File: src/rtl/sr_arb_pkg.sv
// Shared definitions for the SR register-bank arbiter.
//   - command encodings {s,r} applied to one bit of the bank
//   - FSM state type and requester-select type
//   - default bank width
package sr_arb_pkg;

  localparam int unsigned N_BITS_DEFAULT = 4;

  typedef logic [1:0] cmd_t;

  localparam cmd_t CMD_HOLD    = 2'b00;
  localparam cmd_t CMD_RESET   = 2'b01;
  localparam cmd_t CMD_SET     = 2'b10;
  localparam cmd_t CMD_INVALID = 2'b11;

  typedef enum logic {
    IDLE  = 1'b0,
    APPLY = 1'b1
  } state_t;

  // Identifies a requester; also used as the round-robin last-served pointer.
  typedef enum logic {
    SEL_A = 1'b0,
    SEL_B = 1'b1
  } sel_t;

endpackage

File: src/rtl/sr_cell.sv
// One synchronous SR storage bit.
// Ports:
//   clk - clock, rising edge
//   rst - synchronous active-low reset, clears the bit
//   s   - set request
//   r   - reset request
//   q   - stored bit
// s=r=0 and s=r=1 both hold the bit.
module sr_cell (
  input  logic clk,
  input  logic rst,
  input  logic s,
  input  logic r,
  output logic q
);

  logic q_q;
  logic q_d;

  always_comb begin
    q_d = q_q;
    if (s && !r) begin
      q_d = 1'b1;
    end else if (r && !s) begin
      q_d = 1'b0;
    end
  end

  always_ff @(posedge clk) begin
    if (!rst) begin
      q_q <= 1'b0;
    end else begin
      q_q <= q_d;
    end
  end

  assign q = q_q;

endmodule

File: src/rtl/sr_reg_arbiter.sv
// Two-requester round-robin arbiter in front of a bank of SR bits.
// A granted command is latched on the IDLE->APPLY edge and applied to
// the addressed bit on the APPLY->IDLE edge, so at most one command
// completes every two cycles.
// Ports:
//   clk            - clock, rising edge
//   rst            - synchronous active-low reset
//   req_a / req_b  - command requests
//   cmd_a / cmd_b  - commands {s,r}: 00 hold, 01 reset, 10 set, 11 invalid
//   addr_a/ addr_b - target bit index
//   gnt_a / gnt_b  - one-cycle grant, high during the APPLY cycle
//   q              - register bank state
//   busy           - high while in APPLY
//   err            - sticky, set when an invalid command is executed
module sr_reg_arbiter
  import sr_arb_pkg::*;
#(
  parameter int unsigned N_BITS = N_BITS_DEFAULT,
  parameter int unsigned ADDR_W = $clog2(N_BITS)
) (
  input  logic              clk,
  input  logic              rst,
  input  logic              req_a,
  input  logic [1:0]        cmd_a,
  input  logic [ADDR_W-1:0] addr_a,
  output logic              gnt_a,
  input  logic              req_b,
  input  logic [1:0]        cmd_b,
  input  logic [ADDR_W-1:0] addr_b,
  output logic              gnt_b,
  output logic [N_BITS-1:0] q,
  output logic              busy,
  output logic              err
);

  state_t            state_q, state_d;
  cmd_t              cmd_q, cmd_d;
  logic [ADDR_W-1:0] addr_q, addr_d;
  sel_t              sel_q, sel_d;
  sel_t              last_q, last_d;
  logic              err_q, err_d;

  sel_t              winner;
  logic [N_BITS-1:0] cell_s;
  logic [N_BITS-1:0] cell_r;

  // On a tie the requester not served last wins.
  always_comb begin
    if (req_a && req_b) begin
      winner = (last_q == SEL_B) ? SEL_A : SEL_B;
    end else if (req_a) begin
      winner = SEL_A;
    end else begin
      winner = SEL_B;
    end
  end

  always_comb begin
    state_d = state_q;
    cmd_d   = cmd_q;
    addr_d  = addr_q;
    sel_d   = sel_q;
    last_d  = last_q;
    err_d   = err_q;
    unique case (state_q)
      IDLE: begin
        if (req_a || req_b) begin
          state_d = APPLY;
          sel_d   = winner;
          last_d  = winner;
          cmd_d   = (winner == SEL_A) ? cmd_a : cmd_b;
          addr_d  = (winner == SEL_A) ? addr_a : addr_b;
        end
      end
      APPLY: begin
        state_d = IDLE;
        if (cmd_q == CMD_INVALID) begin
          err_d = 1'b1;
        end
      end
    endcase
  end

  always_ff @(posedge clk) begin
    if (!rst) begin
      state_q <= IDLE;
      cmd_q   <= CMD_HOLD;
      addr_q  <= '0;
      sel_q   <= SEL_A;
      last_q  <= SEL_B;
      err_q   <= 1'b0;
    end else begin
      state_q <= state_d;
      cmd_q   <= cmd_d;
      addr_q  <= addr_d;
      sel_q   <= sel_d;
      last_q  <= last_d;
      err_q   <= err_d;
    end
  end

  // Only the addressed cell sees s/r, and only during APPLY. INVALID drives
  // s=r=1, which the cell treats as hold.
  always_comb begin
    cell_s = '0;
    cell_r = '0;
    if (state_q == APPLY) begin
      cell_s[addr_q] = cmd_q[1];
      cell_r[addr_q] = cmd_q[0];
    end
  end

  for (genvar i = 0; i < N_BITS; i++) begin : g_cell
    sr_cell u_cell (
      .clk (clk),
      .rst (rst),
      .s   (cell_s[i]),
      .r   (cell_r[i]),
      .q   (q[i])
    );
  end

  assign busy  = (state_q == APPLY);
  assign gnt_a = (state_q == APPLY) && (sel_q == SEL_A);
  assign gnt_b = (state_q == APPLY) && (sel_q == SEL_B);
  assign err   = err_q;

endmodule

File: config.mk
export PLATFORM = sky130hd
export DESIGN_NAME = sr_reg_arbiter
export DESIGN_NICKNAME = d
export VERILOG_FILES = /design/src/rtl/sr_arb_pkg.sv /design/src/rtl/sr_cell.sv /design/src/rtl/sr_reg_arbiter.sv
export SDC_FILE = /design/constraint.sdc
export NUM_CORES = 1
export LEC_CHECK = 0
export BUFFER_PORTS_ARGS = -buffer_cell sky130_fd_sc_hd__buf_2
export CORE_MARGIN = 1.5
export CORE_UTILIZATION = 35
export CTS_BUF_LIST = sky130_fd_sc_hd__clkbuf_8
export DETAILED_ROUTE_END_ITERATION = 10
export PLACE_DENSITY = 0.61
export SETUP_SLACK_MARGIN = 0.1
export SYNTH_ARGS = -nofsm -noshare
export SYNTH_HDL_FRONTEND = slang
export SYNTH_HIERARCHICAL = 1
export SYNTH_SLANG_ARGS = --single-unit
export TNS_END_PERCENT = 30
File: constraint.sdc
create_clock -name clk -period 3 [get_ports clk]
set_input_delay 0.3 -clock clk [delete_from_list [all_inputs] [get_ports clk]]
set_output_delay 0.3 -clock clk [all_outputs]
set_load 0.02 [all_outputs]
==> results.ini, run 1 <==
[route]
postRouteAntennaNets = 0
wl_met2_um = 465
vias = 531
routedWlPerCell_um = 9.95
met1Wirelength_um = 566
drc = 0
top_layer = met3
firstDrtPassIters = 4
wirelength_mm = 1.10
wl_met3_um = 72
via_per_inst = 4.78
drt_iter0_markers = 8

[sta]
finalMaxSlewViolations = 0
relSlewSlack_pct = 79.8
tns_ps = 0
timing.final.crit_share_pct = 47.4
finalSetupViolCount = 0
hold_viol = 0
tightest_slew_ps = 301
rsz0062_at_grt = no
final.hold.worst_slack_ps = 331
fin_skew_ps = 0.383
max_freq_mhz = 704
timing.final.crit_period_ps = 1420

[floorplan]
rows = 15
fp.dieW_um = 45.2
core_sq_um = 1690
num_io_pins = 20
start_util_pct = 36.9
dieArea_sq_um = 2040
chipHeight_um = 45.2

[final_layout]
num_antenna_cells = 0
fin_util_pct = 46.4
area_growth_pct = 25.7
final_area_sq_um = 783
fin_cells = 111
nets = 111
drive_gt1_share_pct = 28.7

[grt]
grt_overflow_total = 0
grtUsageTotal_pct = 12.7
antenna_found_initial = 0
grt_max_degree = 13
grt_pass1_wl_mm = 1.88
grt_pass1_vias = 463

[place]
dp.cells = 107
hpwl_um = 853
io_buffers = 19
place_congestion = 0.685
place_area_sq_um = 728

[clock_tree]
cts.repair.resized = 0
clock-sinks = 12
numCtsBuffers = 3
clockBufferDepth = 2
path_clk_slew_ps = 50
htreeDepth = 1
cts_tree = built
post_cts.repair.setup_buffers = 0
cts_hold_buf = 0
cts_root_buf = clkbuf_8
clk_latency_ps = 240

[yosys]
synth_area_leaders = dfxtp_1 (39%), ha_1 (8.0%), nor2b_1 (7.0%)
synth_area_sq_um = 623
synth-seq-cells = 12
syn-instance-count = 72
yosysWarnings = 6
synth_area_leader_cell = dfxtp_1
avgSynthCellArea_sq_um = 8.65
ys_types = 19
yosysSeqAreaShare_pct = 38.6
syn-num-nets = 88
synth_top_area_share_pct = 38.6

[setup_path]
rrSetupSlack_ps = 1580
r2r_start = busy
crit_type = reg2reg
crit_required_ps = 3130
critPathLaunchType = register
crit_path_end_kind = register
crit_path_max_fanout = 8
worstPathArrival_ps = 1550
critPathLaunch = busy

[worst_hold_path]
min_path_type = in2reg
holdCritStartpoint = cmd_b[1]

[power_and_ir_drop]
power_density_nw_per_um2 = 515
peakVddDrop_uv = 338
p_leak_nw = 0.355

[outcome]
status = completed

[run]
cap_violations = 0

where the power goes:
part           switching [mW]  leakage (nW)  total [mW]  internal, mW
registers             0.00972        0.0985       0.178         0.169
clock network          0.0577        0.0288       0.173         0.116
logic                  0.0267         0.228      0.0511        0.0243
metal layers:
layer	vias up	track usage (%)
li1	290	-
met1	223	16.2
met2	18	19.1
met3	0	6.00
met4	0	3.53
met5	-	0
cells in the final DEF (no fill, tap or decap):
cell,count
buf_2,19
dfxtp_1,12
nor2_1,7
nor2b_1,7
inv_1,5
o21ai_0,5
a31oi_1,5
nand3_1,4
clkbuf_8,4
mux2i_1,4
ha_1,4
nand2_1,3
nand2b_1,3
nor3_1,3
o21ai_1,3
and2_1,2
o21ba_4,1
o21ai_2,1
nor2_2,1
nor3b_2,1
stage by stage:
stage                     setup slack, ps  power [mW]
after global routing                 1410       0.426
final                                1580       0.403
after floorplan                      1550       0.217
after detailed placement             1570       0.233
after global placement               1620       0.232
after CTS                            1560       0.410
worst max-delay path, cell delays in order, from the launching register on:
cell and delay (ps):
dfxtp_1 450, nand2_1 150, nor3_1 150, inv_1 60, ha_1 280, mux2i_1 170, nor2b_1 60
area by class of cell:
cell class,instances,area (sq um)
Fill cell,174,906
Multi-Input combinational cell,54,353
Sequential cell,12,240
Timing Repair Buffer,19,95.1
Clock buffer,4,55.1
Tap cell,17,21.3
Inverter,5,18.8
registers in the layout, summed over array words and instances (netlist names):
register,count
addr_q,2
busy,1
cmd_q,2
sel_q,1
last_q,1
g_cell.u_cell/q,4
err,1
synth_stat cells, drive strengths merged:
| cell | n |
|---|---|
| dfxtp | 12 |
| o21ai | 9 |
| nor2 | 8 |
| nor2b | 7 |
| a31oi | 5 |
| inv | 5 |
| ha | 4 |
| mux2i | 4 |
| nand3 | 4 |
| nand2 | 3 |
| nand2b | 3 |
| nor3 | 3 |
| and2 | 2 |
| buf | 1 |
| nor3b | 1 |
| o21ba | 1 |
logic make-up (layout without fill, tap and decap cells):
| family | count (synthesis) | count (layout) | synth area share, % |
|---|---|---|---|
| and+or+nand+nor | 31 | 31 | 26.7 |
| DFF | 12 | 12 | 38.6 |
| muxes | 4 | 4 | 6.43 |
| AOI/OAI and AO/OA | 15 | 15 | 15.5 |
| adders and majority gates | 4 | 4 | 8.03 |
| buffers and inverters | 6 | 28 | 4.82 |
final timing paths:
kind,depth (start not counted),to
hold reg to reg,2,err
setup reg to reg,6,g_cell[0].u_cell/q
setup / recovery,6,g_cell[0].u_cell/q
hold / removal,3,cmd_q[1]
(Power assumes the default switching activity.)
==> inputs of run 2 (changes only) <==
--- a/config.mk
+++ b/config.mk
@@ -10,7 +10,7 @@
 export CORE_UTILIZATION = 35
 export CTS_BUF_LIST = sky130_fd_sc_hd__clkbuf_8
 export DETAILED_ROUTE_END_ITERATION = 10
-export PLACE_DENSITY = 0.61
+export PLACE_DENSITY = 0.63
 export SETUP_SLACK_MARGIN = 0.1
 export SYNTH_ARGS = -nofsm -noshare
 export SYNTH_HDL_FRONTEND = slang
==> constraint.sdc (replaced) <==
create_clock -name clk -period 1.15 [get_ports clk]
set_input_delay 0.115 -clock clk [delete_from_list [all_inputs] [get_ports clk]]
set_output_delay 0.115 -clock clk [all_outputs]
set_load 0.02 [all_outputs]
==> run 2 against run 1 <==
Net effect:
- the flow now finishes with violations (negative setup slack)
- clock-buffer cell count is the same
- core utilization grew 9.7 points
- worst hold slack lost 190 ps
- clock skew grew 2.6 ps
- via count grew 8.7%
- global-route usage grew 2.0 points
- non-clock buffer count grew 6
- first-iteration DRC count shrank 38%
- sequential share of layout area shrank 4.0 points
- register-to-register slack lost 1700 ps
- critical path type is now reg2out
- critical endpoint is now gnt_b
- largest cell class unchanged
- highest routed layer is now met4
==> results.ini, run 2 (synthesized netlist as in run 1, its figures left out) <==
[route]
drc = 0
postRouteAntennaNets = 0
drt_iter0_markers = 5
vias = 577
routedWlPerCell_um = 10.4
firstDrtPassIters = 4
wirelength_mm = 1.22
via_per_inst = 4.93

[final_layout]
final_common_cell = buf_2
nets = 117
num_antenna_cells = 0
drive_gt1_share_pct = 56.0
mostFrequentLayoutCells = buf_2 (18), dfxtp_1 (8), nor2b_1 (7)
fill_cells = 158
largest_reg_flops = 4
fin_cells = 117
area_growth_pct = 52.0
final_area_sq_um = 947

[setup_path]
crit_type = reg2out
crit_required_ps = 1030
critPathLaunchType = register
worstPathArrival_ps = 1140
crit_path_max_fanout = 4
crit_path_end_kind = primary output

[floorplan]
fp.dieW_um = 45.2
rows = 15
core_sq_um = 1690
dieArea_sq_um = 2040
chipHeight_um = 45.2
num_io_pins = 20
start_util_pct = 36.9

[run]
cap_violations = 0

[clock_tree]
clk_latency_ps = 240
cts_tree = built
numCtsBuffers = 3
cts_hold_buf = 0
path_clk_slew_ps = 50
htreeDepth = 1
cts_root_buf = clkbuf_8
clockBufferDepth = 2
clock-sinks = 12

[sta]
final.hold.worst_slack_ps = 141
tightest_slew_ps = 304
timing.final.crit_period_ps = 1250
timing.final.crit_share_pct = 109
hold_viol = 0
max_freq_mhz = 797
finalMaxSlewViolations = 0
tns_ps = -509
fin_ws_ps = -105
finalSetupViolCount = 6
rsz0062_at_grt = yes
fin_skew_ps = 2.98
relSlewSlack_pct = 79.5

[worst_hold_path]
min_path_type = in2reg

[power_and_ir_drop]
power_density_nw_per_um2 = 1190
peakVddDrop_uv = 660
p_leak_nw = 0.417

[place]
hpwl_um = 929
place_congestion = 0.751
dp.cells = 112
io_buffers = 19
place_area_sq_um = 800

[grt]
grt_overflow_total = 0
grt_max_degree = 13
grt_pass1_vias = 538
grt_pass1_wl_mm = 2.21
grtUsageTotal_pct = 14.7
antenna_found_initial = 0

[outcome]
violations = negative setup slack
status = complete, but fails checks

==> run 2: report_power, final <==
group	total, mW	switching (mW)	internal [mW]
Combinational	0.194	0.0921	0.102
Clock	0.459	0.156	0.303
Sequential	0.473	0.0313	0.442
==> run 2: stage by stage <==
stage | utilization (%) | total power, mW | setup WS (ps)
finish | 56.1 | 1.13 | -105
global route | 56.1 | 1.18 | -164
global placement | 47.3 | 0.647 | -92.6
CTS | 55.3 | 1.14 | -109
detailed placement | 47.3 | 0.650 | -116
floorplan | - | 0.584 | -61.2
==> run 2: critical path, cell delays in order (launching register included) <==
cell	delay, ps
dfxtp_4	360
buf_4	130
buf_6	110
and2_1	140
buf_2	150
==> run 2: area by class of cell <==
type	count	area (sq um)	share of cell area, %
Multi-Input combinational cell	54	453	47.8
Sequential cell	12	253	26.7
Timing Repair Buffer	25	146	15.5
Clock buffer	4	55.1	5.81
Tap cell	17	21.3	2.25
Inverter	5	18.8	1.98
==> run 2: final timing paths <==
path,cells past startpoint,slack (ps),to,start
setup / recovery,4,-100,gnt_b,busy
hold / removal,3,140,cmd_q[1],cmd_b[1]
setup reg to reg,6,-90,g_cell[2].u_cell/q,addr_q[0]
hold reg to reg,2,500,err,err
==> run 2: layer usage <==
layer  up-vias  global-route usage (%)  share of wire [%]
met5         -                       0                  0
li1        304                       -                  -
met1       251                    19.5                 47
met3         2                    2.40                5.7
met2        20                    22.3                 45
met4         0                    8.82                2.2
==> run 2: what timing repair did <==
action	CTS	global route
endpoints found under the setup margin	11	12
cloned	0	0
hold endpoints to repair	0	0
setup buffers	0	1
pin swaps	8	3
gates resized for setup	18	3
